--- src/rtl/seven_seg_pkg.sv ---
// Shared types and constants for the 4-digit seven-segment scanner.
package seven_seg_pkg;

    typedef enum logic [1:0] {
        S_CAPTURE,
        S_CONV,
        S_LOAD,
        S_IDLE
    } state_t;

    // Segment codes, bit order {g,f,e,d,c,b,a}, active-high
    localparam logic [6:0] SEG_0 = 7'h3F;
    localparam logic [6:0] SEG_1 = 7'h06;
    localparam logic [6:0] SEG_2 = 7'h5B;
    localparam logic [6:0] SEG_3 = 7'h4F;
    localparam logic [6:0] SEG_4 = 7'h66;
    localparam logic [6:0] SEG_5 = 7'h6D;
    localparam logic [6:0] SEG_6 = 7'h7D;
    localparam logic [6:0] SEG_7 = 7'h07;
    localparam logic [6:0] SEG_8 = 7'h7F;
    localparam logic [6:0] SEG_9 = 7'h6F;

    localparam int DIGIT_COUNT = 4;
    localparam int CONV_CYCLES = 6;

    // BCD digit to segment pattern; non-decimal codes go dark
    function automatic logic [6:0] seg_decode(input logic [3:0] d);
        case (d)
            4'd0:    seg_decode = SEG_0;
            4'd1:    seg_decode = SEG_1;
            4'd2:    seg_decode = SEG_2;
            4'd3:    seg_decode = SEG_3;
            4'd4:    seg_decode = SEG_4;
            4'd5:    seg_decode = SEG_5;
            4'd6:    seg_decode = SEG_6;
            4'd7:    seg_decode = SEG_7;
            4'd8:    seg_decode = SEG_8;
            4'd9:    seg_decode = SEG_9;
            default: seg_decode = 7'h00;
        endcase
    endfunction

endpackage

--- src/rtl/seven_seg_scanner_dabble.sv ---
// 6-bit binary to two BCD digits, one shift-and-add-3 step per `shift`.
// Six shifts after `load` leave the result in tens/units. Inputs up to 63
// are handled, so out-of-range hours/minutes convert faithfully.
module bcd_dabble6 (
    input  logic       clock,
    input  logic       reset,
    input  logic       load,
    input  logic       shift,
    input  logic [5:0] bin,
    output logic [3:0] tens,
    output logic [3:0] units
);

    // {tens, units, binary} working register
    logic [13:0] sr;
    logic [13:0] adj;

    // Add 3 to any BCD nibble >= 5 ahead of the shift
    always_comb begin
        adj = sr;
        if (sr[13:10] >= 4'd5) adj[13:10] = sr[13:10] + 4'd3;
        if (sr[9:6]   >= 4'd5) adj[9:6]   = sr[9:6]   + 4'd3;
    end

    // Load the binary value, then shift the adjusted word left
    always_ff @(posedge clock or negedge reset) begin
        if (!reset)     sr <= '0;
        else if (load)  sr <= {8'd0, bin};
        else if (shift) sr <= {adj[12:0], 1'b0};
    end

    assign tens  = sr[13:10];
    assign units = sr[9:6];

endmodule

--- src/rtl/seven_seg_scanner.sv ---
// Multiplexed 4-digit seven-segment driver for hour:minute. Each frame
// snapshots the inputs, converts them to BCD over several cycles and then
// swaps the result into the display registers in one step, so a frame never
// shows a half-updated time.
module seven_seg_scanner
    import seven_seg_pkg::*;
#(
    parameter int SCAN_DIV_W = 10
) (
    input  logic                   clock,
    input  logic                   reset,
    input  logic [5:0]             hour,
    input  logic [5:0]             minute,
    input  logic                   show_hour,
    input  logic                   show_minute,
    input  logic                   colon,
    output logic [6:0]             segment,
    output logic                   dp,
    output logic [DIGIT_COUNT-1:0] digit_en,
    output logic                   busy
);

    logic [SCAN_DIV_W-1:0] prescale;
    logic [1:0]            index;
    logic                  tick;
    logic                  frame_start;

    state_t     state;
    logic [2:0] conv_cnt;

    // Snapshot of the flags; the dabble registers hold the value snapshot
    logic snap_show_h, snap_show_m, snap_colon;

    // Display registers, digit 0 = minute units .. digit 3 = hour tens
    logic [DIGIT_COUNT-1:0][3:0] disp_digit;
    logic disp_show_h, disp_show_m, disp_colon;

    logic [3:0] hr_tens, hr_units, min_tens, min_units;

    assign tick        = &prescale;
    assign frame_start = tick && (index == 2'd3);
    assign busy        = (state != S_IDLE);

    // Free-running prescaler and scan index
    always_ff @(posedge clock or negedge reset) begin
        if (!reset) begin
            prescale <= '0;
            index    <= '0;
        end else begin
            prescale <= prescale + 1'b1;
            if (tick) index <= index + 2'd1;
        end
    end

    bcd_dabble6 u_hour_bcd (
        .clock (clock),
        .reset (reset),
        .load  (state == S_CAPTURE),
        .shift (state == S_CONV),
        .bin   (hour),
        .tens  (hr_tens),
        .units (hr_units)
    );

    bcd_dabble6 u_minute_bcd (
        .clock (clock),
        .reset (reset),
        .load  (state == S_CAPTURE),
        .shift (state == S_CONV),
        .bin   (minute),
        .tens  (min_tens),
        .units (min_units)
    );

    // Capture -> convert -> load sequencer, restarted by each frame start
    always_ff @(posedge clock or negedge reset) begin
        if (!reset) begin
            state       <= S_CAPTURE;
            conv_cnt    <= '0;
            snap_show_h <= 1'b0;
            snap_show_m <= 1'b0;
            snap_colon  <= 1'b0;
            disp_digit  <= '0;
            disp_show_h <= 1'b0;
            disp_show_m <= 1'b0;
            disp_colon  <= 1'b0;
        end else begin
            case (state)
                S_CAPTURE: begin
                    snap_show_h <= show_hour;
                    snap_show_m <= show_minute;
                    snap_colon  <= colon;
                    conv_cnt    <= '0;
                    state       <= S_CONV;
                end
                S_CONV: begin
                    conv_cnt <= conv_cnt + 3'd1;
                    if (conv_cnt == 3'(CONV_CYCLES - 1)) state <= S_LOAD;
                end
                S_LOAD: begin
                    disp_digit  <= {hr_tens, hr_units, min_tens, min_units};
                    disp_show_h <= snap_show_h;
                    disp_show_m <= snap_show_m;
                    disp_colon  <= snap_colon;
                    state       <= S_IDLE;
                end
                default: begin
                    if (frame_start) state <= S_CAPTURE;
                end
            endcase
        end
    end

    // Registered digit drive for the current scan position
    always_ff @(posedge clock or negedge reset) begin
        if (!reset) begin
            segment  <= '0;
            dp       <= 1'b0;
            digit_en <= '0;
        end else begin
            digit_en <= DIGIT_COUNT'(1) << index;
            segment  <= (index[1] ? disp_show_h : disp_show_m)
                        ? seg_decode(disp_digit[index]) : 7'h00;
            dp       <= (index == 2'd2) && disp_colon;
        end
    end

endmodule

--- config.mk ---
export PLATFORM = sky130hd
export DESIGN_NAME = seven_seg_scanner
export DESIGN_NICKNAME = d
export VERILOG_FILES = /design/src/rtl/seven_seg_pkg.sv /design/src/rtl/seven_seg_scanner_dabble.sv /design/src/rtl/seven_seg_scanner.sv
export SDC_FILE = /design/constraint.sdc
export NUM_CORES = 1
export LEC_CHECK = 0
export ABC_AREA = 1
export CAP_MARGIN = 20
export CORE_MARGIN = 2
export CORE_UTILIZATION = 52
export DETAILED_ROUTE_END_ITERATION = 7
export PLACE_DENSITY = 0.75
export REMOVE_ABC_BUFFERS = 1
export SYNTH_ARGS = -nofsm -noshare
export SYNTH_HDL_FRONTEND = slang
export SYNTH_SLANG_ARGS = --single-unit
export TNS_END_PERCENT = 20
--- constraint.sdc ---
create_clock -name clock -period 1.4 [get_ports clock]
set_input_delay 0.35 -clock clock [delete_from_list [all_inputs] [get_ports clock]]
set_output_delay 0.35 -clock clock [all_outputs]
set_load 0.05 [all_outputs]
==> results.md <==
* Core Region at 7180 µm²
* Final WL at slightly above 8000 µm
* Share of the synthesized area in the top cell type at 51.7%
* Critical Path AT at between 1 and 1.5 ns
* Starting Density at 53.3%
* Avg Cell Area, Syn at 9.24 µm²
* Worst Slack Setup Final at -0.261 ns
* Max-slew violations at 0
* CP Capture Type: output pin
* I/O pins at 30
* Via density at 5.13
* Failing checks: setup timing
* Setup total negative slack at -1.04 ns
* Req. time, crit path at 1.05 ns
* Hold crit path type: in -> async
* Leakage at 0.00246 µW
* Pre-antenna DRT Iters at 4
* Combinational Power Share at 29.9%
* Status: finished, violations left
* Largest net degree at the start of global routing at 38
* Tcrit/Tclk final at 119%
* Initial antenna violation count at 0
* Slew at the pin closest to its max-slew limit at 0.330 ns
* Share of layout cells above drive strength 1 at 32.0%
* Max-slew headroom at a little under 80%
* Vias in the first global route at 2871
* RSZ-0062 raised after global routing: true
* Warnings from Yosys at 0
* Hold_ws at 0.402 ns
* IO Port Bufs at 29
* H-tree depth at 3
* Pwr per Cell Area at roughly 1200 nW/µm²
* CTS tree: built
* Row cnt at 31
* TritonCTS buffer count at 9
* Routed wire per std cell at 13.8 µm
* Tmin final at between 1.5 and 2 ns
* Cell Area, Synth at 3820 µm²
* Area contributors post-synth: dfrtp_1 (52%), nand2_1 (8.0%), ha_1 (7.9%), inv_1 (4.8%), o21ai_0 (4.2%)
* Placement Cell Area at 4590 µm²
* Die outline height at 89.8 µm
* Fillers at 500
* Most frequent cells in the layout: dfrtp_1 (77), nand2_1 (70), inv_1 (38)
* Commonest non-fill, non-tap cell in the layout: dfrtp_1
* CTS root buffer: clkbuf_8
* Setup violations, final at 21
* Clk Latency, worst-skew pair at 0.35 ns
* Longest Clk Path Bufs at 2
* Hold Vio Cnt, Final at 0
* Die area at 8060 µm²
* Seq cells post-synth at 79
* Synth-to-layout area growth at 37.4%
* Initial DRC Count at 102
* Cells after Synth at 414
* Max FO, Critical Path at 2
* Flop pwr share at 44.3%
* Clock transition at the registers of the reported paths at 0.08 ns
* Sequential area share after synthesis at 51.7%
* CP Launch Type: flop
* DRC viols at 0
* GPL Wtd Cong at 0.898
* Die width at 89.8 µm
* VDD IR-drop max at 0.674 mV
* Clock power share at between 20% and 30%
* Ant. Diodes at 0
* Max Clk Rate at 602 MHz
* Util after Layout at 73.2%
* Clk_skew at 0.00572 ns
* Switching Share at between 30% and 40%
* Global-route wire length before repair at 12500 µm
* WS Path Type: reg -> out
* Post-synthesis cell type count at 28
* Vias at between 3k and 4k
* Worst slack, placed at -0.148 ns
* Post-synth top area cell: dfrtp_1
* Max_cap viols at 0
* Internal power at 4060 µW
* Nets at 524
* CTS Sinks at 79
* Grt ovf at 0
* Design Area, Final at 5250 µm²
* Total Routing Usage GR at between 10% and 20%
* Antenna viol nets, final at 0
* Switch Pwr at 2050 µW
* Detailed Place HPWL at 5210 µm
## Yosys cell counts, drive strengths merged
master / count
buf: 10
nand2: 90
dfrtp: 79
nor2: 39
a21oi: 24
nand4: 1
mux2: 2
o22ai: 10
o21ai: 32
nand3: 21
xnor2: 5
ha: 24
o211ai: 12
inv: 53
or2: 1
clkbuf: 2
xor2: 9
## per-stage QoR
stage	std cells	total power, µW
final	587	6110
after global routing	587	6430
after CTS	581	5840
after detailed placement	563	4230
after global placement	563	4170
after floorplan	402	3610
## worst max-delay path, stage by stage (launching register included)
cell and delay, ns:
dfrtp_1 0.40, buf_6 0.12, buf_6 0.11, ha_4 0.14
inv_2 0.06, buf_12 0.13
## routing by layer
metal	global-route usage [%]	wire length, µm	part of all wire (%)
met5	0	0	0
met3	4.11	283	3.5
met1	23.6	3480	43
met2	32.3	4170	51
met4	8.85	168	2.1
## sequential cells by signal (all words and copies together) (netlist names), 2 cells and up
signal	flops
conv_cnt	3
digit_en	4
disp_digit	16
index	2
prescale	10
segment	7
state	2
u_hour_bcd.sr	14
u_minute_bcd.sr	14
## cell type report
class / count / area, µm² / area share, %
clock buffers: 11 / 151 / 2.88
well taps: 99 / 124 / 2.36
multi-input cells: 271 / 1890 / 36.0
inverters: 53 / 221 / 4.22
clock inverters: 5 / 32.5 / 0.619
repair buffers: 69 / 851 / 16.2
flip-flops and latches: 79 / 1980 / 37.7
## worst paths after layout
kind                        startpoint           to  slack, ns  depth (start not counted)
hold reg to reg            prescale[9]  prescale[9]       0.48                          1
hold / removal                   reset  prescale[7]       0.40                          2
setup / recovery              state[0]         busy      -0.26                          5
setup reg to reg              index[0]   segment[3]      -0.10                         11
max in group asynchronous        reset     index[0]       0.53                          3
min in group clock         prescale[9]  prescale[9]       0.48                          1
## cells by family after synthesis
logic type | after synthesis | share of synthesized area, %
mux | 2 | 0.589
xor+xnor | 14 | 3.21
simple gates | 152 | 18.0
fa+ha+maj | 24 | 7.85
compound gates | 78 | 11.3
buf+inv | 65 | 7.36
flops | 79 | 51.7
## power groups by stage
stage	registers (µW)	logic (µW)	clock network (µW)
after floorplan	2880	731	0
after global placement	2720	1450	0
after detailed placement	2730	1490	0
after CTS	2690	1540	1610
after global routing	2730	1990	1710
final	2700	1830	1570
## repair_timing
action                                  4_1_cts  5_1_grt
gates cloned                                  0        2
pin swaps                                     4       17
setup buffers                                 1        4
hold buffers                                  1        0
endpoints found under the hold margin        16        0
resized for setup                            35       85
endpoints found under the setup margin       24       53
(Power assumes the default switching activity.)
